## config.mk

```make
export PLATFORM = sky130hd
export DESIGN_NAME = vga_tile_fill_engine
export DESIGN_NICKNAME = d
export VERILOG_FILES = /design/src/rtl/vga_tile_pkg.sv /design/src/rtl/tile_axis_counter.sv /design/src/rtl/vga_tile_fill_engine.sv
export SDC_FILE = /design/constraint.sdc
export NUM_CORES = 1
export LEC_CHECK = 0
export BUFFER_PORTS_ARGS = -buffer_cell sky130_fd_sc_hd__buf_2
export CORE_UTILIZATION = 40
export CTS_CLUSTER_DIAMETER = 50
export DETAILED_ROUTE_END_ITERATION = 7
export PLACE_DENSITY = 0.62
export SETUP_SLACK_MARGIN = 0.1
export SLEW_MARGIN = 20
export SYNTH_ARGS = -nofsm -noshare
export SYNTH_HDL_FRONTEND = slang
export SYNTH_SLANG_ARGS = --single-unit
```

## constraint.sdc

```tcl
create_clock -name Clock -period 3.55 [get_ports Clock]
set_input_delay 0.71 -clock Clock [delete_from_list [all_inputs] [get_ports Clock]]
set_output_delay 0.71 -clock Clock [all_outputs]
set_load 0.01 [all_outputs]
```

## src/rtl/vga_tile_pkg.sv

```systemverilog
// Shared encodings for the VGA tile fill engine:
// fill modes, FSM states and the checker parity helper.
package vga_tile_pkg;

    typedef enum logic [1:0] {
        MODE_SOLID       = 2'd0,
        MODE_CHECKER     = 2'd1,
        MODE_HILITE      = 2'd2,
        MODE_CHECKER_ALT = 2'd3
    } mode_e;

    typedef enum logic [1:0] {
        ST_IDLE = 2'd0,
        ST_RUN  = 2'd1,
        ST_DONE = 2'd2
    } state_e;

    // Parity of (tx + ty) only depends on the two LSBs.
    function automatic logic checker_odd(
        input logic tx0,
        input logic ty0
    );
        return tx0 ^ ty0;
    endfunction

endpackage

```

## src/rtl/tile_axis_counter.sv

```systemverilog
// One scan axis: pixel position, in-tile counter and tile index.
// Exposes the next tile index so the colour can be registered with its address.
module tile_axis_counter #(
    parameter int RES   = 256,
    parameter int TILES = 4,
    parameter int PW    = $clog2(RES),
    parameter int TIW   = $clog2(TILES)
) (
    input  logic           clk,
    input  logic           rst,
    input  logic           clr,
    input  logic           adv,
    output logic [PW-1:0]  pos,
    output logic [TIW-1:0] tile_nxt,
    output logic           last
);

    localparam int TW = RES / TILES;
    localparam int SW = (TW > 1) ? $clog2(TW) : 1;
    localparam logic [PW-1:0] POS_MAX = PW'(RES - 1);
    localparam logic [SW-1:0] SUB_MAX = SW'(TW - 1);

    logic [SW-1:0]  sub;
    logic [SW-1:0]  sub_nxt;
    logic [TIW-1:0] tile;
    logic [PW-1:0]  pos_nxt;

    assign last = (pos == POS_MAX);

    // Next-state: clear, wrap at the end of the axis, or step within/between tiles.
    always_comb begin
        pos_nxt  = pos;
        sub_nxt  = sub;
        tile_nxt = tile;
        if (clr) begin
            pos_nxt  = '0;
            sub_nxt  = '0;
            tile_nxt = '0;
        end else if (adv) begin
            if (last) begin
                pos_nxt  = '0;
                sub_nxt  = '0;
                tile_nxt = '0;
            end else begin
                pos_nxt = pos + 1'b1;
                if (sub == SUB_MAX) begin
                    sub_nxt  = '0;
                    tile_nxt = tile + 1'b1;
                end else begin
                    sub_nxt = sub + 1'b1;
                end
            end
        end
    end

    // Axis state registers.
    always_ff @(posedge clk or posedge rst) begin
        if (rst) begin
            pos  <= '0;
            sub  <= '0;
            tile <= '0;
        end else begin
            pos  <= pos_nxt;
            sub  <= sub_nxt;
            tile <= tile_nxt;
        end
    end

endmodule

```

## src/rtl/vga_tile_fill_engine.sv

```systemverilog
// Frame fill engine: raster-scans video RAM writing one tile-patterned
// pixel per accepted cycle, with abort and a one-cycle done pulse.
module vga_tile_fill_engine
    import vga_tile_pkg::*;
#(
    parameter int H_RES   = 256,
    parameter int V_RES   = 256,
    parameter int TILES_X = 4,
    parameter int TILES_Y = 4,
    parameter int COLOR_W = 8
) (
    input  logic                       Clock,
    input  logic                       Reset,
    input  logic                       iStart,
    input  logic                       iAbort,
    input  logic [1:0]                 iMode,
    input  logic [COLOR_W-1:0]         iColorA,
    input  logic [COLOR_W-1:0]         iColorB,
    input  logic [COLOR_W-1:0]         iColorHi,
    input  logic [$clog2(TILES_X)-1:0] iHiTileX,
    input  logic [$clog2(TILES_Y)-1:0] iHiTileY,
    input  logic                       iWrReady,
    output logic                       oWrEn,
    output logic [$clog2(H_RES)-1:0]   oWrAddrX,
    output logic [$clog2(V_RES)-1:0]   oWrAddrY,
    output logic [COLOR_W-1:0]         oWrColor,
    output logic                       oBusy,
    output logic                       oDone
);

    localparam int XW  = $clog2(H_RES);
    localparam int YW  = $clog2(V_RES);
    localparam int TXW = $clog2(TILES_X);
    localparam int TYW = $clog2(TILES_Y);

    state_e               state;
    mode_e                mode_q;
    logic [COLOR_W-1:0]   col_a_q;
    logic [COLOR_W-1:0]   col_b_q;
    logic [COLOR_W-1:0]   col_hi_q;
    logic [TXW-1:0]       hi_x_q;
    logic [TYW-1:0]       hi_y_q;

    logic [XW-1:0]        x_pos;
    logic [YW-1:0]        y_pos;
    logic [TXW-1:0]       x_tile_nxt;
    logic [TYW-1:0]       y_tile_nxt;
    logic                 x_last;
    logic                 y_last;

    logic                 run;
    logic                 accept;
    logic                 abort_now;
    logic                 adv_x;
    logic                 adv_y;
    logic                 frame_last;

    assign run        = (state == ST_RUN);
    assign accept     = run & oWrEn & iWrReady;
    assign abort_now  = run & iAbort;
    assign adv_x      = accept & ~iAbort;
    assign adv_y      = adv_x & x_last;
    assign frame_last = x_last & y_last;

    assign oWrAddrX = x_pos;
    assign oWrAddrY = y_pos;

    tile_axis_counter #(
        .RES   (H_RES),
        .TILES (TILES_X)
    ) u_x (
        .clk      (Clock),
        .rst      (Reset),
        .clr      (abort_now),
        .adv      (adv_x),
        .pos      (x_pos),
        .tile_nxt (x_tile_nxt),
        .last     (x_last)
    );

    tile_axis_counter #(
        .RES   (V_RES),
        .TILES (TILES_Y)
    ) u_y (
        .clk      (Clock),
        .rst      (Reset),
        .clr      (abort_now),
        .adv      (adv_y),
        .pos      (y_pos),
        .tile_nxt (y_tile_nxt),
        .last     (y_last)
    );

    function automatic logic [COLOR_W-1:0] pick(
        input mode_e              m,
        input logic [COLOR_W-1:0] a,
        input logic [COLOR_W-1:0] b,
        input logic [COLOR_W-1:0] h,
        input logic [TXW-1:0]     hx,
        input logic [TYW-1:0]     hy,
        input logic [TXW-1:0]     tx,
        input logic [TYW-1:0]     ty
    );
        logic odd;
        logic hit;
        logic [COLOR_W-1:0] c;
        odd = checker_odd(tx[0], ty[0]);
        hit = (tx == hx) && (ty == hy);
        c   = a;
        unique case (m)
            MODE_SOLID:       c = a;
            MODE_CHECKER:     c = odd ? b : a;
            MODE_CHECKER_ALT: c = odd ? b : a;
            MODE_HILITE:      c = hit ? h : (odd ? b : a);
            default:          c = a;
        endcase
        return c;
    endfunction

    // Control FSM with config latches and registered write outputs.
    always_ff @(posedge Clock or posedge Reset) begin
        if (Reset) begin
            state    <= ST_IDLE;
            mode_q   <= MODE_SOLID;
            col_a_q  <= '0;
            col_b_q  <= '0;
            col_hi_q <= '0;
            hi_x_q   <= '0;
            hi_y_q   <= '0;
            oWrEn    <= 1'b0;
            oWrColor <= '0;
            oBusy    <= 1'b0;
            oDone    <= 1'b0;
        end else begin
            unique case (state)
                ST_IDLE: begin
                    oDone <= 1'b0;
                    if (iStart) begin
                        state    <= ST_RUN;
                        mode_q   <= mode_e'(iMode);
                        col_a_q  <= iColorA;
                        col_b_q  <= iColorB;
                        col_hi_q <= iColorHi;
                        hi_x_q   <= iHiTileX;
                        hi_y_q   <= iHiTileY;
                        oWrEn    <= 1'b1;
                        oBusy    <= 1'b1;
                        oWrColor <= pick(mode_e'(iMode), iColorA,
                                         iColorB, iColorHi,
                                         iHiTileX, iHiTileY,
                                         '0, '0);
                    end
                end
                ST_RUN: begin
                    if (iAbort) begin
                        state    <= ST_IDLE;
                        oWrEn    <= 1'b0;
                        oBusy    <= 1'b0;
                        oWrColor <= '0;
                    end else if (oWrEn && iWrReady) begin
                        if (frame_last) begin
                            state    <= ST_DONE;
                            oWrEn    <= 1'b0;
                            oBusy    <= 1'b0;
                            oDone    <= 1'b1;
                            oWrColor <= '0;
                        end else begin
                            oWrColor <= pick(mode_q, col_a_q,
                                             col_b_q, col_hi_q,
                                             hi_x_q, hi_y_q,
                                             x_tile_nxt, y_tile_nxt);
                        end
                    end
                end
                ST_DONE: begin
                    state <= ST_IDLE;
                    oDone <= 1'b0;
                end
                default: begin
                    state <= ST_IDLE;
                    oWrEn <= 1'b0;
                    oBusy <= 1'b0;
                    oDone <= 1'b0;
                end
            endcase
        end
    end

endmodule
```

==> summary.md <==
| Metric | Value |
|---|---|
| Number of global-route vias before repair | `3,034` |
| Main synth FF type | `dfrtp_1` |
| Async SR Flop Fraction | `100.0%` |
| EDFF count, synth | `0` |
| R2R Path Start | `u_x.sub[0]` |
| Number of filler instances in the final layout | `about 920` |
| Dominant combinational cell family by area after synthesis | `compound AO/OA/AOI/OAI gates` |
| DRT Pass-1 Iters | `4` |
| Worst path required time | `between 3 and 4 ns` |
| Clock latency at the later pin of the worst-skew pair | `0.36 ns` |
| Critical path start-end classification | `flop to flop` |
| CTS Sinks | `74` |
| Most used cells in the layout excluding fill and tap cells | `74 x dfrtp_1, 61 x buf_2, 38 x o21ai_0` |
| Synth cell types | `67` |
| Area growth, synth to finish | `15.15%` |
| Cell total after placement | `561` |
| Post-layout min period | `2.983 ns` |
| Hold Fails Final Rpt | `0` |
| Sequential share of the synthesized area | `between 40% and 50%` |
| Number of DRC markers in iteration 0 | `115` |
| Avg WL per Cell | `15.36 microns` |
| Setup repair after global routing missed its margin | `no` |
| Number of hold-repair buffers added at the cts stage | `0` |
| Number of I/O pins | `62` |
| Total Nets Final | `478` |
| Buffer depth of the longest clock path | `2` |
| Remaining Overflow, GRT | `0` |
| Ratio of cells with drive above 1 in the final layout | `31.08%` |
| Average vias per placed instance | `roughly 5.4` |
| Std-Cell Rows | `36` |
| Area of the multi-input gates | `1938 sq um` |
| Final setup skew | `0.01309 ns` |
| Area of all placed cells without fillers | `about 4600 sq um` |
| Area after detailed placement | `approximately 4400 sq um` |
| Mux cell area share after synthesis | `between 10% and 20%` |
| Gate Count Post-Synth | `379` |
| Total number of vias | `3,098` |
| Die Footprint | `10,330 sq um` |
| Number of warnings printed during yosys synthesis | `0` |
| Avg Inst Size Synth | `about 10 sq um` |
| Initial antenna violation count | `0` |
| DRC violation count after routing | `0` |
| Worst slew slack as a fraction of its limit | `37.02%` |
| Post-Syn Nets | `about 420` |
| Worst reg2reg setup slack | `roughly 0.57 ns` |
| Kind of path behind the tightest hold check | `flop to flop` |
| Worst reg2reg path endpoint | `oWrColor[4]` |
| Tightest Pin Transition | `0.9447 ns` |
| Clock Tree Root | `clkbuf_8` |
| Number of CTS-inserted buffers | `9` |
| Die Y | `101.7 microns` |
| All-Layer GR Usage | `between 10% and 20%` |
| Worst vdd ir | `0.2469 mV` |
| Outcome | `finished clean` |
| Compound-cell area share of the yosys netlist | `17.51%` |
| Number of cells upsized or downsized after cts | `0` |
| Synthesized area | `just under 4000 sq um` |
| Final Wtd Congestion | `0.7967` |
| Finished Layout Cells | `around 580` |
| Ordered cell list for the critical path | `ha_1 -> and3_1 -> and4_1 -> or4_1 -> o311ai_1 -> o21ai_1 -> a211o_4 -> a21o_4 -> a221oi_2 -> a221o_1` |
| Xor/xnor cell area share of the yosys netlist | `2.173%` |
| Adder-cell share of the synthesized area | `under 10%` |
| Largest net degree at the start of global routing | `75` |
| H-tree lvl count | `3` |
| Die span in x | `101.7 microns` |
| Register bit count reported by yosys | `74` |
| Power Density | `470.1 nW/um^2` |
| CP Max Fanout | `9` |
| Core Footprint | `9684 sq um` |
| Reg clk slew, reported paths | `0.07 ns` |
| CP startpoint | `u_x.sub[0]` |
| Kind of end point of the critical path | `flop` |
| Capturing instance or port of the critical path | `oWrColor[4]` |
| Final total negative setup slack | `0 ns` |
| Fraction of the mapped netlist area in simple logic gates | `16.69%` |
| Portion of the clock cycle consumed by the worst path in the final layout | `between 80% and 90%` |
| Setup-failing EPs final | `0` |
| Final-report max-slew violation count | `0` |
| Total wire length | `8862 microns` |
| Half-perimeter wire length after placement | `6121 microns` |
| CP max stage delay | `just over 0.5 ns` |
| First-pass GRT wire length | `14,970 microns` |
| Number of buffers added on ports | `61` |
| Crit-path slowest cell | `or4_1` |
| Number of diodes added for antenna fixing | `0` |
| Sequential cell area | `about 1900 sq um` |
| Total of max-cap violations | `0` |
| Leakage power figure | `slightly above 0.002 uW` |
| Effective utilization at floorplan | `41.02%` |
| Most common library cell in the layout ignoring fill and taps | `dfrtp_1` |
| Number of cell instances on the worst register-to-register path | `10` |
| TritonCTS clock tree | `yes` |
| Post-DRT Antenna Nets | `0` |
| Post-CTS Repair Setup Buffers | `0` |
| Startpoint type of the worst setup path | `flop` |
| Fmax | `335.2 MHz` |
| Arrival time worst endpoint | `3.28 ns` |
[registers in the layout, summed over array words and instances, names as in the netlist]
register,flops
u_x.pos,8
mode_q,2
u_y.tile,2
col_hi_q,8
u_x.sub,6
oDone,1
u_y.pos,8
oBusy,1
u_x.tile,2
hi_x_q,2
oWrColor,8
col_b_q,8
col_a_q,8
u_y.sub,6
state,2
hi_y_q,2
[Yosys cell counts (3+ instances only)]
cell,count,area [sq um]
nor2_1,33,123.9
ha_1,4,50.05
and4_1,3,26.28
dfrtp_1,74,1852
mux2_2,30,337.8
buf_4,3,22.52
nor3b_1,3,22.52
nand4_1,5,31.28
a221o_1,7,70.07
clkbuf_1,6,22.52
mux2i_1,10,100.1
a221oi_2,7,105.1
nand2_1,37,138.9
a31oi_1,3,18.77
nor3_1,4,20.02
buf_6,5,56.30
xor2_1,6,52.55
inv_1,11,41.29
nand3_1,8,40.04
and3_1,7,43.79
o311ai_0,3,26.28
o21ai_0,38,190.2
a21oi_1,17,85.08
[power breakdown]
part	total (uW)	switching, uW	internal, uW	leakage (uW)
Clock	721	324	397	0.0000987
Combinational	391	209	182	0.00102
Sequential	1040	83.7	954	0.000952
Total	2150	617	1530	0.00207
[metrics by stage]
stage | hold slack, ns | utilization, % | setup slack, ns | total power, uW
after global placement | 0.4741 | 44.97 | 0.4581 | 1441
after global routing | 0.5324 | 47.24 | 0.3830 | 2268
after floorplan | 0.4443 | - | 0.6306 | 1330
final | 0.4854 | 47.24 | 0.5671 | 2150
after detailed placement | 0.4792 | 44.97 | 0.3985 | 1450
after CTS | 0.4918 | 47.24 | 0.5640 | 2182
[routing by layer]
metal / GRT usage (%) / routed length, microns / up-vias / share of wire [%]
li1: - / - / 1500 / -
met1: 24.90 / 4186 / 1532 / 47
met2: 30.25 / 4277 / 58 / 48
met3: 4.624 / 304 / 8 / 3.4
met4: 6.243 / 93 / 0 / 1.0
met5: 0 / 0 / - / 0
[worst min-delay path by stage]
stage / endpoint / slack (ns) / startpoint / depth (start not counted)
after floorplan: u_x.sub[5] / 0.44 / u_x.sub[5] / 1
after global placement: u_x.sub[5] / 0.47 / u_x.sub[5] / 1
after detailed placement: u_x.sub[5] / 0.48 / u_x.sub[5] / 1
after CTS: u_x.sub[5] / 0.49 / u_x.sub[5] / 1
after global routing: col_b_q[7] / 0.53 / col_b_q[7] / 1
final: u_x.sub[5] / 0.49 / u_x.sub[5] / 1
[cell families after synthesis]
kind of cell,count (synthesis)
DFF,74
xor gates and xnor gates,9
and+or+nand+nor,125
muxes,40
adders and majority gates,4
buffers and inverters,30
AOI/OAI and AO/OA,97
[worst max-delay path: cells and delay by family, from the launching register on]
kind	cells	cell delay (ns)
compound gates	6	1.24
simple gates	3	1.05
flops	1	0.41
fa+ha+maj	1	0.23
[cell type report]
type | instances | share of cell area [%]
Tap cell | 133 | 3.638
Sequential cell | 74 | 40.48
Timing Repair Buffer | 68 | 7.823
Inverter | 11 | 0.9026
Clock inverter | 6 | 1.997
Multi-Input combinational cell | 275 | 42.37
Clock buffer | 10 | 2.790
No activity file was read; power rests on OpenSTA's default activity.
